File: config.mk
export PLATFORM = sky130hd
export DESIGN_NAME = pdm_audio_dac_flat
export DESIGN_NICKNAME = d
export VERILOG_FILES = /design/src/rtl/pdm_audio_dac_if.sv /design/src/rtl/pdm_audio_dac.sv /design/src/flat_wrapper.sv
export SDC_FILE = /design/constraint.sdc
export NUM_CORES = 1
export LEC_CHECK = 0
export CORE_ASPECT_RATIO = 1.2
export CORE_MARGIN = 1.5
export CORE_UTILIZATION = 30
export CTS_BUF_LIST = sky130_fd_sc_hd__clkbuf_16
export DETAILED_ROUTE_END_ITERATION = 7
export PLACE_DENSITY = 0.53
export SYNTH_ARGS = -nofsm -noshare
export SYNTH_HDL_FRONTEND = slang
export SYNTH_SLANG_ARGS = --single-unit
File: constraint.sdc
create_clock -name color_clk -period 12.26 [get_ports color_clk]
set_clock_uncertainty 0.2 [all_clocks]
set_input_delay 1.226 -clock color_clk [delete_from_list [all_inputs] [get_ports color_clk]]
set_output_delay 1.226 -clock color_clk [all_outputs]
set_load 0.1 [all_outputs]
File: src/rtl/pdm_audio_dac_if.sv
// Sample-transfer bus between the phi2/dot_clk sample source and the PDM DAC.
// The source drives samples, the toggle and the volume; the DAC returns the capture strobe.
interface pdm_audio_dac_if #(
  parameter int WIDTH    = 12,
  parameter int CHANNELS = 2,
  parameter int VOL_BITS = 4
);
  logic [CHANNELS*WIDTH-1:0] sample_i;
  logic                      sample_tgl_i;
  logic [VOL_BITS-1:0]       vol_i;
  logic                      sample_stb_o;

  modport master (
    output sample_i,
    output sample_tgl_i,
    output vol_i,
    input  sample_stb_o
  );

  modport slave (
    input  sample_i,
    input  sample_tgl_i,
    input  vol_i,
    output sample_stb_o
  );
endinterface

File: src/rtl/pdm_audio_dac.sv
// Multi-channel first-order sigma-delta PDM DAC with toggle-handshake sample capture,
// per-block volume scaling and a click-free fade ramp driving the amplifier shutdown pin.
module pdm_audio_dac #(
  parameter int WIDTH      = 12,
  parameter int CHANNELS   = 2,
  parameter int VOL_BITS   = 4,
  parameter int RAMP_SHIFT = 10
) (
  input  logic                color_clk,
  input  logic                reset,
  pdm_audio_dac_if.slave      bus,
  input  logic                enable_i,
  output logic [CHANNELS-1:0] pdm_o,
  output logic                sd_o,
  output logic [1:0]          state_o
);

  localparam int VOL_PROD_W  = WIDTH + VOL_BITS + 1;
  localparam int RAMP_PROD_W = WIDTH + 9;

  typedef enum logic [1:0] {
    ST_OFF       = 2'd0,
    ST_RAMP_UP   = 2'd1,
    ST_RUN       = 2'd2,
    ST_RAMP_DOWN = 2'd3
  } state_t;

  function automatic logic [WIDTH-1:0] f_vol_scale(input logic [WIDTH-1:0]    smp,
                                                   input logic [VOL_BITS-1:0] vol);
    logic [VOL_BITS:0]     gain;
    logic [VOL_PROD_W-1:0] prod;
    gain = (VOL_BITS+1)'(vol) + (VOL_BITS+1)'(1);
    prod = VOL_PROD_W'(smp) * VOL_PROD_W'(gain);
    return WIDTH'(prod >> VOL_BITS);
  endfunction

  // Ramp is 0..256 so full scale (256) passes the sample through unchanged.
  function automatic logic [WIDTH-1:0] f_ramp_scale(input logic [WIDTH-1:0] smp,
                                                    input logic [8:0]       ramp);
    logic [RAMP_PROD_W-1:0] prod;
    prod = RAMP_PROD_W'(smp) * RAMP_PROD_W'(ramp);
    return WIDTH'(prod >> 8);
  endfunction

  logic                  r_tgl_s1, r_tgl_s2, r_tgl_s3;
  logic                  w_tgl_edge;
  logic                  r_vld_p0;
  logic [WIDTH-1:0]      r_hold_p0   [CHANNELS];
  logic [WIDTH-1:0]      r_scaled_p1 [CHANNELS];
  logic [WIDTH-1:0]      r_eff_p2    [CHANNELS];
  logic [WIDTH-1:0]      r_acc_p3    [CHANNELS];
  logic [CHANNELS-1:0]   r_pdm_p3;

  state_t                r_state, w_state_nxt;
  logic [8:0]            r_ramp, w_ramp_nxt;
  logic [RAMP_SHIFT-1:0] r_presc;
  logic                  w_presc_clr;
  logic                  w_wrap;

  // The toggle crosses clock domains; s1 may go metastable, s2/s3 are clean.
  always_ff @(posedge color_clk) begin
    if (reset) begin
      r_tgl_s1 <= 1'b0;
      r_tgl_s2 <= 1'b0;
      r_tgl_s3 <= 1'b0;
    end else begin
      r_tgl_s1 <= bus.sample_tgl_i;
      r_tgl_s2 <= r_tgl_s1;
      r_tgl_s3 <= r_tgl_s2;
    end
  end

  assign w_tgl_edge = r_tgl_s2 ^ r_tgl_s3;

  // p0: capture the sample set into the hold registers
  always_ff @(posedge color_clk) begin
    if (reset) begin
      r_vld_p0 <= 1'b0;
      for (int c = 0; c < CHANNELS; c++) r_hold_p0[c] <= '0;
    end else begin
      r_vld_p0 <= w_tgl_edge;
      if (w_tgl_edge) begin
        for (int c = 0; c < CHANNELS; c++) r_hold_p0[c] <= bus.sample_i[c*WIDTH +: WIDTH];
      end
    end
  end

  assign bus.sample_stb_o = r_vld_p0;

  // p1: volume scaling; p2: fade ramp scaling
  always_ff @(posedge color_clk) begin
    for (int c = 0; c < CHANNELS; c++) begin
      r_scaled_p1[c] <= f_vol_scale(r_hold_p0[c], bus.vol_i);
      r_eff_p2[c]    <= f_ramp_scale(r_scaled_p1[c], r_ramp);
    end
  end

  // p3: first-order modulator, the accumulator carry is the PDM bit
  always_ff @(posedge color_clk) begin
    for (int c = 0; c < CHANNELS; c++) begin
      if (reset || (r_state == ST_OFF)) begin
        r_acc_p3[c] <= '0;
        r_pdm_p3[c] <= 1'b0;
      end else begin
        {r_pdm_p3[c], r_acc_p3[c]} <= {1'b0, r_acc_p3[c]} + {1'b0, r_eff_p2[c]};
      end
    end
  end

  assign w_wrap = &r_presc;

  always_ff @(posedge color_clk) begin
    if (reset) begin
      r_state <= ST_OFF;
      r_ramp  <= '0;
      r_presc <= '0;
    end else begin
      r_state <= w_state_nxt;
      r_ramp  <= w_ramp_nxt;
      r_presc <= w_presc_clr ? '0 : r_presc + 1'b1;
    end
  end

  // Direction changes take priority over a ramp step, so a reversal never skips a value.
  always_comb begin
    w_state_nxt = r_state;
    w_ramp_nxt  = r_ramp;
    w_presc_clr = 1'b0;
    case (r_state)
      ST_OFF: begin
        w_ramp_nxt = '0;
        if (enable_i) begin
          w_state_nxt = ST_RAMP_UP;
          w_presc_clr = 1'b1;
        end
      end
      ST_RAMP_UP: begin
        if (!enable_i) begin
          w_state_nxt = ST_RAMP_DOWN;
        end else if (r_ramp == 9'd256) begin
          w_state_nxt = ST_RUN;
        end else if (w_wrap) begin
          w_ramp_nxt = r_ramp + 9'd1;
          if (r_ramp == 9'd255) w_state_nxt = ST_RUN;
        end
      end
      ST_RUN: begin
        w_ramp_nxt = 9'd256;
        if (!enable_i) w_state_nxt = ST_RAMP_DOWN;
      end
      ST_RAMP_DOWN: begin
        if (enable_i) begin
          w_state_nxt = ST_RAMP_UP;
        end else if (r_ramp == 9'd0) begin
          w_state_nxt = ST_OFF;
        end else if (w_wrap) begin
          w_ramp_nxt = r_ramp - 9'd1;
          if (r_ramp == 9'd1) w_state_nxt = ST_OFF;
        end
      end
      default: begin
        w_state_nxt = ST_OFF;
        w_ramp_nxt  = '0;
      end
    endcase
  end

  assign pdm_o   = r_pdm_p3;
  assign sd_o    = (r_state != ST_OFF);
  assign state_o = r_state;

endmodule

File: src/flat_wrapper.sv
// flat-port wrapper written by rule: the top's interface ports become plain ports
module pdm_audio_dac_flat 
#(
  parameter int WIDTH      = 12,
  parameter int CHANNELS   = 2,
  parameter int VOL_BITS   = 4,
  parameter int RAMP_SHIFT = 10
)
  (color_clk, reset, enable_i, pdm_o, sd_o, state_o, bus_sample_i, bus_sample_tgl_i, bus_vol_i, bus_sample_stb_o);
  pdm_audio_dac_if #(.WIDTH(WIDTH), .CHANNELS(CHANNELS), .VOL_BITS(VOL_BITS)) bus_i ();
  input  logic color_clk;
  input  logic reset;
  input  logic enable_i;
  output logic [CHANNELS-1:0] pdm_o;
  output logic sd_o;
  output logic [1:0] state_o;
  input wire logic [$bits(bus_i.sample_i)-1:0] bus_sample_i;
  input wire logic [$bits(bus_i.sample_tgl_i)-1:0] bus_sample_tgl_i;
  input wire logic [$bits(bus_i.vol_i)-1:0] bus_vol_i;
  output wire logic [$bits(bus_i.sample_stb_o)-1:0] bus_sample_stb_o;
  assign bus_i.sample_i = bus_sample_i;
  assign bus_i.sample_tgl_i = bus_sample_tgl_i;
  assign bus_i.vol_i = bus_vol_i;
  assign bus_sample_stb_o = bus_i.sample_stb_o;
  pdm_audio_dac #(.WIDTH(WIDTH), .CHANNELS(CHANNELS), .VOL_BITS(VOL_BITS), .RAMP_SHIFT(RAMP_SHIFT)) u_core (.color_clk(color_clk), .reset(reset), .bus(bus_i), .enable_i(enable_i), .pdm_o(pdm_o), .sd_o(sd_o), .state_o(state_o));
endmodule
# [Word level (Yosys, flattened, before mapping)]
# Memory sizes are Yosys's and may differ from the RTL's.
# Index checks and enable logic that the tools add are counted.
[classes] add_sub_neg=6 n_mul=4 n_eq_ne=18 muxes=27 bitwise_logic=3 reduce_logical=8
[ops] operator="2-to-1 mux 9 bit" n=6
[ops] operator="multiplier 12 x 9 -> 20 bit" n=2
[ops] operator="one-hot mux 9 bit (4 select lines)" n=1
[ops] operator="multiplier 12 x 5 -> 16 bit" n=2
[ops] operator="adder 12 x 12 -> 13 bit" n=2
[ops] operator="2-to-1 mux 12 bit" n=2
[ops] operator="2-to-1 mux 2 bit" n=10
[ops] operator="inequality test 4 x 2 -> 1 bit, second input constant" n=4
[ops] operator="inequality test 2 bit, second input constant" n=6
[ops] operator="AND reduction 6 bit" n=2
[ops] operator="adder 10 x 1 -> 10 bit, second input constant" n=1
[ops] operator="AND reduction 10 bit" n=1
[ops] operator="adder 9 x 1 -> 9 bit, second input constant" n=1
[ops] operator="equality test 9 x 1 -> 1 bit, second input constant" n=1
[ops] operator="equality test 9 x 8 -> 1 bit, second input constant" n=1
[ops] operator="equality test 9 bit, second input constant" n=1
[ops] operator="logical NOT 9 bit" n=1
[ops] operator="subtractor 9 x 1 -> 9 bit, second input constant" n=1
[ops] operator="one-hot mux 2 bit (4 select lines)" n=1
[ops] operator="2-to-1 mux 1 bit" n=7
[ops] operator="adder 4 x 1 -> 5 bit, second input constant" n=1
[ops] operator="equality test 2 bit, second input constant" n=2
[ops] operator="inequality test 2 x 1 -> 1 bit, second input constant" n=2
[ops] operator="equality test 2 x 1 -> 1 bit, second input constant" n=1
[ops] operator="6 further kinds" n=7
[word_totals] reg_bits=51 ram_bits=72 input_bits=32 output_inout_bits=6 wordCells=79 mem_count=3
[memory_table] name="u_core.r_eff_p2" depth=2 width=12 read_ports=2 rd_ports_with_merged_regs=0 write_ports=2 line="pdm_audio_dac.sv:50" source="logic [WIDTH-1:0] r_eff_p2 [CHANNELS];"
[memory_table] name="u_core.r_hold_p0" depth=2 width=12 read_ports=2 rd_ports_with_merged_regs=0 write_ports=2 line="pdm_audio_dac.sv:48" source="logic [WIDTH-1:0] r_hold_p0 [CHANNELS];"
[memory_table] name="u_core.r_scaled_p1" depth=2 width=12 read_ports=2 rd_ports_with_merged_regs=0 write_ports=2 line="pdm_audio_dac.sv:49" source="logic [WIDTH-1:0] r_scaled_p1 [CHANNELS];"

# [Longest topological paths before layout]
[logic_depth] word_depth=6 depth_mapped=19 depth_no_buf=17

# [Least setup slack after synthesis]
# No wires, ideal clock.
[synth_path] path_type="input to register" from="input bus_vol_i[0]" to="memory u_core.r_scaled_p1[1][8] (netlist: u_core.r_scaled_p1[0][20])" setup_time_ps=122 arrival_time_ps=5102 required_time_ps=11938 setup_slack_ps=6835 cell_stages=17 n_path_buf=2 cell_sequence="ha_1 and3_1 clkbuf_1 clkbuf_1 nand2_1 fa_1 fa_1 fa_1 inv_1 ha_1 a21oi_1 o22ai_1 o41ai_1 nand2_1 a21o_1 a211oi_1 nor2_1"
[synth_lines] element="start: declaration" line="flat_wrapper.sv:19" source="input wire logic [$bits(bus_i.vol_i)-1:0] bus_vol_i;"
[synth_lines] element="end: declaration" line="pdm_audio_dac.sv:49"

==> impl_metrics.toml <==
[synth]
syn_avg_cell_area_um2 = 9.01
syn-cell-area_mm2 = 0.0146
yosys_register_bits = 123
synth-simple-area-share_pct = 19.6
synth_top_family_by_area = "adder cells"
syn_nets = 2001
synth_edf_count = 24
synthesis.instances = 1625
synthMuxAreaShare_pct = 0.820
yosysUniqueCellTypes = 71
async_flop_share_pct = 0
synth_top_area_share_pct = 26.8
synth_warnings = 0
yosysSeqAreaShare_pct = 18.5
synth_largest_area_cell = "fa_1"
synth_compound_area_share_pct = 8.27
ys_top_cells_by_area = "fa_1, dfxtp_1, ha_1"
synthAdderAreaFrac_pct = 39.4
synth_common_cells = "inv_1, and2_1, fa_1, nand2_1, ha_1"
synthFlopType = "dfxtp_1"
synth_most_common_cell = "inv_1"
synth_xor_area_share_pct = 4.42

[final_layout]
area.growth.synth_to_final_pct = 10.7
fin_util_pct = 33.7
antennaDiodeCount = 0
nNetsFinal = 2008
drive_gt1_share_pct = 4.07

[pwr]
internal-power_w = 0.00100
power.switching_w = 0.000673
p_clk_share_pct = 29.4
vdd_ir_drop_max_mv = 0.104
power_switching_share_pct = 40.2
power_density_mw_per_mm2 = 103
p_leak_nw = 7.90
p_comb_share_pct = 35.2
pwr-share-seq_pct = 35.3

[sta]
setup_viol = 0
finalMaxSlewViolations = 0
fmax_mhz = 161
min_period_ns = 6.21
final.setup.tns_ns = 0
worstMarginPinSlew_ns = 1.13
final-hold-violation-count = 0
timing.final.crit_share_pct = 50.7
relSlewSlack_pct = 24.1
rsz0062_at_grt = "false"

[grt]
grt_max_degree = 36
grt_overflow = 0
grt_pass1_wl_um = 49900
track_usage_pct = 12.3
antenna_found_initial = 0
grt_pass1_vias = 10600

[run_status]
run_status = "complete, no violations"

[route]
drt-initial-drc-count = 368
post-route-drc-count = 0
wl_per_cell_um = 12.6
via_per_inst = 4.45
drt-total-wl_um = 28600
antenna_left = 0
dr.pass1.iters = 5
vias = 10100

[setup_path]
cpMostUsedCell = "fa_1"
crit_path_start = "bus_vol_i[0]"
worstPathCellList = "clkdlybuf4s50_1 > buf_4 > ha_1 > and3_1 > nand2_1 > fa_1 > fa_1 > fa_1 > inv_1 > ha_1 > a21oi_1 > o22ai_1 > o41ai_1 > nand2_1 > a21o_1 > a211oi_1 > nor2_1"
end_kind = "flip-flop"
path_max_fanout = 24
cpPeakStageDelay_ns = 0.68
cp.required_ns = 12.40
cp.arrival_ns = 6.35
startpoint_type = "input pin"
r2r-start = "u_core.r_ramp[7]$_SDFFE_PP0P_"
cp_slowest_cell = "and3_1"
critical_path_class = "in -> reg"

[clock_network]
cts_resized = 0
cts.htree.levels = 4
clockBufferDepth = 2
clock-sinks = 123
cts_root_buf = "clkbuf_16"
cts_buffers = 17
cts_hold_buf = 0
tritoncts = "yes"
path_clk_slew_ns = 0.06
worstSkewPairLatency_ns = 0.46
cts_setup_buffers = 0

[floorplanning]
coreArea_mm2 = 0.0481
die_h_um = 245
initial_utilization_pct = 30.4
io_pins = 38
fp.dieW_um = 205
dieArea_mm2 = 0.0502
num_rows = 88

[run]
maxCapViolations = 0

[placement]
place.gp.congestion = 0.777
hpwl_um = 22700
port_buffers = 37

[worst_hold_path]
min-delay-start = "u_core.r_tgl_s1$_SDFF_PP0_"
hold_class = "reg -> reg"
-- routing by layer --
| layer | GRT usage, % | share of wire [%] | up-vias |
|---|---|---|---|
| met5 | 0 | 0 | - |
| met4 | 4.76 | 2.2 | 0 |
| met3 | 2.20 | 2.7 | 30 |
| met2 | 21.3 | 50 | 112 |
| met1 | 14.9 | 45 | 4916 |
| li1 | - | - | 5076 |
-- power groups by stage --
stage	registers (W)	logic [W]	clock network (W)
detailed placement	0.000603	0.000600	0
CTS	0.000594	0.000602	0.000513
finish	0.000592	0.000590	0.000493
global route	0.000605	0.000681	0.000528
floorplan	0.000547	0.000478	0
global placement	0.000603	0.000592	0
-- sequential cells by signal (all words and copies together), names as in the netlist --
signal	cells
u_core.r_hold_p0	24
u_core.state_o	2
u_core.bus.sample_stb_o	1
u_core.r_tgl_s3	1
u_core.r_acc_p3	24
u_core.r_scaled_p1	24
u_core.r_tgl_s2	1
u_core.r_tgl_s1	1
u_core.r_eff_p2	24
u_core.r_presc	10
u_core.pdm_o	2
u_core.r_ramp	9
-- logic make-up after synthesis --
logic type                 after synthesis
AOI/OAI and AO/OA                      171
xor gates and xnor gates                74
adders and majority gates              344
buffers and inverters                  345
DFF                                    123
muxes                                   12
and+or+nand+nor                        556
-- per-stage QoR --
step	setup slack (ns)	cell area (um^2)	hold WS [ns]	total power (W)	instances
5_1_grt	5.68	16200	0.265	0.00181	2275
3_5_place_dp	5.54	15600	0.235	0.00120	2243
3_3_place_gp	5.62	15600	0.237	0.00119	2243
2_1_floorplan	6.84	14600	0.214	0.00103	1625
6_report	6.05	16200	0.243	0.00168	2275
4_1_cts	6.03	16200	0.252	0.00171	2275
-- critical path, delay by kind of cell --
family	cells	cell delay, ns
AND/OR/NAND/NOR	4	1.08
adder cells (fa/ha/maj)	5	2.16
AO/OA/AOI/OAI	5	1.16
buffers and inverters	3	0.74
-- worst paths after layout --
check | end | slack [ns] | depth (start not counted)
setup reg to reg | u_core.r_eff_p2[0][10]$_DFF_P_ | 6.98 | 16
setup / recovery | u_core.r_scaled_p1[0][20]$_DFF_P_ | 6.05 | 17
hold / removal | u_core.r_tgl_s2$_SDFF_PP0_ | 0.24 | 1
hold reg to reg | u_core.r_tgl_s2$_SDFF_PP0_ | 0.24 | 1
-- layout by cell type, fill, tap and decap left out, types with 7 or more instances in the layout --
| cell | synthesis | layout |
|---|---|---|
| fa_1 | 196 | 196 |
| clkdlybuf4s50_1 | 0 | 37 |
| inv_1 | 281 | 283 |
| o21a_1 | 13 | 13 |
| nand2b_1 | 28 | 28 |
| o21ai_0 | 29 | 29 |
| nand2_1 | 166 | 166 |
| a21oi_1 | 47 | 47 |
| dfxtp_1 | 99 | 99 |
| a211oi_1 | 7 | 7 |
| nand4_1 | 8 | 8 |
| nand3_1 | 11 | 11 |
| nor3_1 | 22 | 22 |
| nor2b_1 | 15 | 15 |
| xor2_1 | 30 | 30 |
| and2_1 | 200 | 200 |
| clkbuf_16 | 0 | 17 |
| ha_1 | 148 | 148 |
| mux2i_1 | 12 | 12 |
| xnor2_1 | 44 | 44 |
| nor2_1 | 79 | 79 |
| buf_4 | 0 | 15 |
| a21o_1 | 14 | 14 |
| edfxtp_1 | 24 | 24 |
-- area by class of cell --
| class | instances | area, um^2 |
|---|---|---|
| Tap cell | 630 | 788 |
| Clock inverter | 15 | 134 |
| Inverter | 281 | 1050 |
| Clock buffer | 17 | 425 |
| Fill cell | 4938 | 31900 |
| Timing Repair Buffer | 52 | 483 |
| Multi-Input combinational cell | 1157 | 10600 |
| Sequential cell | 123 | 2700 |
Note: power is estimated with default switching activity, not from simulation.
